<file path="config.mk">
export PLATFORM = sky130hd
export DESIGN_NAME = package_diverter
export DESIGN_NICKNAME = d
export VERILOG_FILES = /design/src/rtl/sorter_pkg.sv /design/src/rtl/gate_pulse_stretcher.sv /design/src/rtl/package_diverter.sv
export SDC_FILE = /design/constraint.sdc
export NUM_CORES = 1
export LEC_CHECK = 0
export BUFFER_PORTS_ARGS = -buffer_cell sky130_fd_sc_hd__buf_2
export CORE_MARGIN = 5
export CORE_UTILIZATION = 61
export CTS_BUF_LIST = sky130_fd_sc_hd__clkbuf_16
export DETAILED_ROUTE_END_ITERATION = 8
export GPL_TIMING_DRIVEN = 0
export PLACE_DENSITY = 0.8
export SYNTH_ARGS = -nofsm -noshare
export SYNTH_HDL_FRONTEND = slang
export SYNTH_SLANG_ARGS = --single-unit
</file>
<file path="constraint.sdc">
create_clock -name clk -period 4.5 [get_ports clk]
set_input_delay 0.675 -clock clk [delete_from_list [all_inputs] [get_ports clk]]
set_output_delay 0.675 -clock clk [all_outputs]
set_load 0.05 [all_outputs]
</file>
<file path="src/rtl/sorter_pkg.sv">
// Shared types and helpers for the package sorter/diverter pipeline.
// Optional jam freeze is enabled by defining DIVERTER_JAM_EN.
package sorter_pkg;

   localparam int NUM_GRPS = 6;
   localparam int CNT_W    = 8;

   localparam logic [2:0] GRP_NONE = 3'd0;
   localparam logic [2:0] GRP1     = 3'd1;
   localparam logic [2:0] GRP2     = 3'd2;
   localparam logic [2:0] GRP3     = 3'd3;
   localparam logic [2:0] GRP4     = 3'd4;
   localparam logic [2:0] GRP5     = 3'd5;
   localparam logic [2:0] GRP6     = 3'd6;

   typedef struct packed {
      logic             valid;
      logic [2:0]       grp;
      logic [CNT_W-1:0] cnt;
   } slot_t;

   function automatic int grp_distance(
      input int g,
      input int travel,
      input int pitch
   );
      return travel + (g - 1) * pitch;
   endfunction

endpackage

</file>
<file path="src/rtl/gate_pulse_stretcher.sv">
// Holds one diverter gate open for PULSE_CYCLES clocks per fire.
// With DIVERTER_JAM_EN, the freeze input holds the counter in place.
import sorter_pkg::*;

module gate_pulse_stretcher #(
   parameter int PULSE_CYCLES = 4
) (
   input  logic clk,
   input  logic reset,
`ifdef DIVERTER_JAM_EN
   input  logic freeze,
`endif
   input  logic fire,
   output logic open
);

   localparam int PW = $clog2(PULSE_CYCLES + 1);

   logic [PW-1:0] r_cnt;
   logic          w_run;

`ifdef DIVERTER_JAM_EN
   assign w_run = !freeze;
`else
   assign w_run = 1'b1;
`endif

   // A refire reloads rather than queueing a second pulse.
   always_ff @(negedge clk or negedge reset) begin
      if (!reset) begin
         r_cnt <= '0;
      end else if (fire) begin
         r_cnt <= PW'(PULSE_CYCLES);
      end else if (r_cnt != '0 && w_run) begin
         r_cnt <= r_cnt - 1'b1;
      end
   end

   assign open = (r_cnt != '0);

endmodule

</file>
<file path="src/rtl/package_diverter.sv">
// Tracks sorted items along the belt and pulses each group's gate.
// Defining DIVERTER_JAM_EN adds a jam input that freezes the belt.
import sorter_pkg::*;

module package_diverter #(
   parameter int DEPTH        = 4,
   parameter int CNT_W        = sorter_pkg::CNT_W,
   parameter int TRAVEL_TICKS = 20,
   parameter int GATE_PITCH   = 10,
   parameter int PULSE_CYCLES = 4,
   localparam int OCC_W       = $clog2(DEPTH + 1)
) (
   input  logic             clk,
   input  logic             reset,
   input  logic [2:0]       grp_in,
   input  logic             belt_tick,
`ifdef DIVERTER_JAM_EN
   input  logic             jam,
`endif
   output logic [5:0]       gate,
   output logic             busy,
   output logic [OCC_W-1:0] occupancy,
   output logic [7:0]       drop_count,
   output logic             overflow
);

   generate
      if (CNT_W != sorter_pkg::CNT_W ||
          grp_distance(NUM_GRPS, TRAVEL_TICKS, GATE_PITCH)
             >= (1 << CNT_W)) begin : g_bad_cfg
         $error("package_diverter: CNT_W too narrow");
      end
   endgenerate

   slot_t            r_slot [DEPTH];
   slot_t            w_slot [DEPTH];
   logic             r_prev_zero;
   logic             w_is_grp;
   logic             w_new;
   logic             w_tick;
   logic             w_taken;
   logic             w_drop;
   logic [CNT_W-1:0] w_dist;
   logic [5:0]       w_fire;
   logic [OCC_W-1:0] w_occ;

   assign w_is_grp = (grp_in != GRP_NONE) && (grp_in != 3'd7);
   assign w_new    = r_prev_zero && w_is_grp;
   assign w_dist   = CNT_W'(grp_distance(int'(grp_in),
                                         TRAVEL_TICKS,
                                         GATE_PITCH));

`ifdef DIVERTER_JAM_EN
   assign w_tick = belt_tick && !jam;
`else
   assign w_tick = belt_tick;
`endif

   // Allocation and expiry both read pre-edge slot state, so a
   // slot freed this edge only becomes allocatable next edge.
   always_comb begin
      w_taken = 1'b0;
      w_fire  = '0;
      w_occ   = '0;
      for (int i = 0; i < DEPTH; i++) begin
         w_slot[i] = r_slot[i];
         if (w_new && !r_slot[i].valid && !w_taken) begin
            w_taken         = 1'b1;
            w_slot[i].valid = 1'b1;
            w_slot[i].grp   = grp_in;
            w_slot[i].cnt   = w_dist;
         end else if (r_slot[i].valid && w_tick) begin
            if (r_slot[i].cnt <= CNT_W'(1)) begin
               w_slot[i].valid = 1'b0;
               w_slot[i].cnt   = '0;
               for (int g = 0; g < NUM_GRPS; g++) begin
                  if (r_slot[i].grp == 3'(g + 1)) begin
                     w_fire[g] = 1'b1;
                  end
               end
            end else begin
               w_slot[i].cnt = r_slot[i].cnt - 1'b1;
            end
         end
         w_occ = w_occ + OCC_W'(w_slot[i].valid);
      end
      w_drop = w_new && !w_taken;
   end

   always_ff @(negedge clk or negedge reset) begin
      if (!reset) begin
         for (int i = 0; i < DEPTH; i++) begin
            r_slot[i] <= '0;
         end
         r_prev_zero <= 1'b1;
         occupancy   <= '0;
         busy        <= 1'b0;
         drop_count  <= '0;
         overflow    <= 1'b0;
      end else begin
         for (int i = 0; i < DEPTH; i++) begin
            r_slot[i] <= w_slot[i];
         end
         r_prev_zero <= !w_is_grp;
         occupancy   <= w_occ;
         busy        <= (w_occ != '0);
         if (w_drop) begin
            overflow <= 1'b1;
            if (drop_count != 8'hFF) begin
               drop_count <= drop_count + 8'd1;
            end
         end
      end
   end

   generate
      for (genvar g = 0; g < NUM_GRPS; g++) begin : g_gate
         gate_pulse_stretcher #(
            .PULSE_CYCLES(PULSE_CYCLES)
         ) u_pulse (
            .clk   (clk),
            .reset (reset),
`ifdef DIVERTER_JAM_EN
            .freeze(jam),
`endif
            .fire  (w_fire[g]),
            .open  (gate[g])
         );
      end
   endgenerate

endmodule

</file>
==> impl_metrics.ini <==
[drt]
vias = 4169
firstDrtPassIters = 7
drt_wl_total_um = 11900
dr.first_iter.drc_count = 311
drc = 0
routedWlPerCell_um = 17.7
vias_per_cell = 6.20
final_antenna_net_count = 0

[die]
io_pins = 25
initial_utilization_pct = 62.0
die_area_mm2 = 0.00964
die_h_um = 98.2
std_cell_rows = 32
core-area_mm2 = 0.00765
die_w_um = 98.2

[clocking]
clk_latency_ns = 0.39
clock-sinks = 80
ctsHoldBuffers = 0
cts.path.max_buffers = 2
cts_tree = built
clk_pin_slew_worst_paths_ns = 0.04
numCtsBuffers = 9
cts_max_level = 3
clockRootBuffer = clkbuf_16

[sta]
worstMarginPinSlew_ns = 0.852
setup_violations = 20
finalClockSkew_ns = 0.0502
report.final.slew_viol_count = 0
rsz0062_at_grt = yes
maxSlewHeadroom_pct = 42.7
fin_tns_setup_ns = -5.95
setup_slack_ns = -0.559
hold_viol = 0

[yosys]
yosysMostFrequentCell = dfrtn_1
synth-edff-count = 0
synth_compound_area_share_pct = 13.6
ys_seq_area_share_pct = 42.2
synth_cell_types = 59
yosysTopAreaCellShare_pct = 41.7
syn_inst = 512
synth_area_mm2 = 0.00474
synthMuxAreaShare_pct = 3.59
ys_ff_latch = 80
synth_adder_area_share_pct = 8.76
synth_flop_cell = dfrtn_1
synth_top_family_by_area = simple AND/OR/NAND/NOR gates
async_flop_share_pct = 100
netlist_top_cells_count = dfrtn_1 (79), nand2_1 (61), inv_1 (40)
ys_warn_count = 0
synthTopCellsByArea = dfrtn_1 (42%), ha_1 (7.9%), nand2_1 (4.8%), inv_1 (3.2%), xnor2_1 (2.8%)
synth_simple_gate_area_share_pct = 23.6
synth_top_cell_by_area = dfrtn_1
syn_nets = 550
synth_xor_xnor_area_share_pct = 3.14
syn_area_per_cell_um2 = 9.26

[grt]
grt_pass1_wl_um = 19100
grt_pass1_vias = 3980
grt_max_degree = 50
grt_overflow_total = 0
gr-usage-all-layers_pct = 24.5
antenna_found_initial = 0

[setup_path]
arrival_ns = 2.99
path_cells = buf_12, clkinvlp_4, ha_4, mux2i_4, nand2_2, nor3_4, clkbuf_8, a21o_4, fa_1, ha_2, ha_4, or3_1
cpMostUsedCell = ha_4
cp_data_required_time_ns = 2.43
cpLargestDelayFamily = adder cells
critical-path-slowest-cell = fa_1
path_buf_inv = 3
startpoint_type = input pin
reg2reg_slack_ns = 0.96
worstPathMaxFanout = 4
path_class = input pin to flop
endpoint_kind = flop
critPathMaxStageDelay_ns = 0.40

[place]
dpl_cell_area_mm2 = 0.00515
place.gp.congestion = 0.927
placed_cells = 637
hpwl_um = 8100
io_buffers = 22

[outcome]
violations = setup timing
status = complete, but fails checks

[final_layout]
layout-drive-gt1-share_pct = 21.8
n_antenna_cell = 0
area_growth_pct = 22.1
final_cell_area_mm2 = 0.00579
nets = 604
final_cell_count_no_fill = 672

[power]
p_sw_share_pct = 42.0
power.switching_w = 0.00174
p_seq_share_pct = 34.0
intPower_w = 0.00241
ir_drop_v = 0.000358
pwr-share-clk_pct = 18.0
leakage_nw = 2.58
finalPower_w = 0.00415
pwr-share-comb_pct = 48.0
power.density_mw_per_mm2 = 716

[job]
drv_cap = 0

[min_path]
min_path_type = flop to flop
-- cells by family after synthesis --
family | Yosys count
AOI/OAI and AO/OA | 93
xor gates and xnor gates | 17
adders and majority gates | 32
buffers and inverters | 58
DFF | 80
muxes | 16
and+or+nand+nor | 216
-- per-stage QoR --
stage               hold WS, ns  util, %  worst slack [ns]
CTS                       0.415     73.9            -0.601
global route              0.423     75.7            -0.625
floorplan                 0.434        -            -0.821
global placement          0.406     66.9             -1.56
detailed placement        0.411     67.3             -1.59
finish                    0.411     75.7            -0.559
-- state kept, by name, summed over array words and instances, names as in the netlist --
signal,count
r_slot,48
g_gate.u_pulse.r_cnt,18
drop_count,8
occupancy,3
busy,1
overflow,1
r_prev_zero,1
-- power groups by stage --
| stage | Sequential (W) | Combinational, W | Clock, W |
|---|---|---|---|
| final | 0.00141 | 0.00199 | 0.000747 |
| after global routing | 0.00146 | 0.00221 | 0.000789 |
| after CTS | 0.00138 | 0.00189 | 0.000753 |
| after detailed placement | 0.00139 | 0.00182 | 0.00000278 |
| after global placement | 0.00137 | 0.00172 | 0.00000278 |
| after floorplan | 0.00142 | 0.00134 | 0.00000278 |
-- worst paths after layout --
check / start / end / depth (start not counted)
worst max-delay path: grp_in[0] / busy / 12
worst min-delay path: overflow / overflow / 1
min in group asynchronous: reset / r_slot[17] / 1
max in group asynchronous: reset / g_gate[4].u_pulse.r_cnt[1] / 2
worst max register to register: r_slot[2] / busy / 8
worst min register to register: overflow / overflow / 1
-- metal layers --
layer / GRT usage, % / wire (um) / vias to the layer above
met1: 32.0 / 4940 / 2016
met2: 40.5 / 5820 / 186
met4: 7.98 / 365 / 0
met3: 5.79 / 781 / 37
li1: - / - / 1930
met5: 0 / 0 / -
-- area by class of cell --
type	count	area [um^2]
clock buffers	9	225
multi-input cells	374	2740
repair buffers	43	345
inverters	39	155
plain buffers	18	116
fillers	498	1860
well taps	102	128
clock inverters	7	80.1
flip-flops and latches	80	2000
-- what timing repair did --
item	in CTS	in global routing
endpoints found under the setup margin	53	32
buffers inserted	14	6
pin swaps	13	7
gates resized for setup	25	25
-- cell usage in the layout (no fill, tap or decap), types with 7 or more instances in the layout --
master / count
a211oi_1: 7
a21oi_1: 13
and2_1: 11
buf_2: 14
buf_4: 26
clkbuf_16: 9
dfrtn_1: 79
ha_1: 24
inv_1: 35
mux2_2: 7
mux2i_1: 7
nand2_1: 60
nand2b_1: 9
nand3_1: 14
nand4_1: 9
nor2_1: 34
nor3_1: 15
nor4_1: 9
o21ai_0: 23
or3_1: 9
xnor2_1: 12
Note: power is estimated with default switching activity, not from simulation.
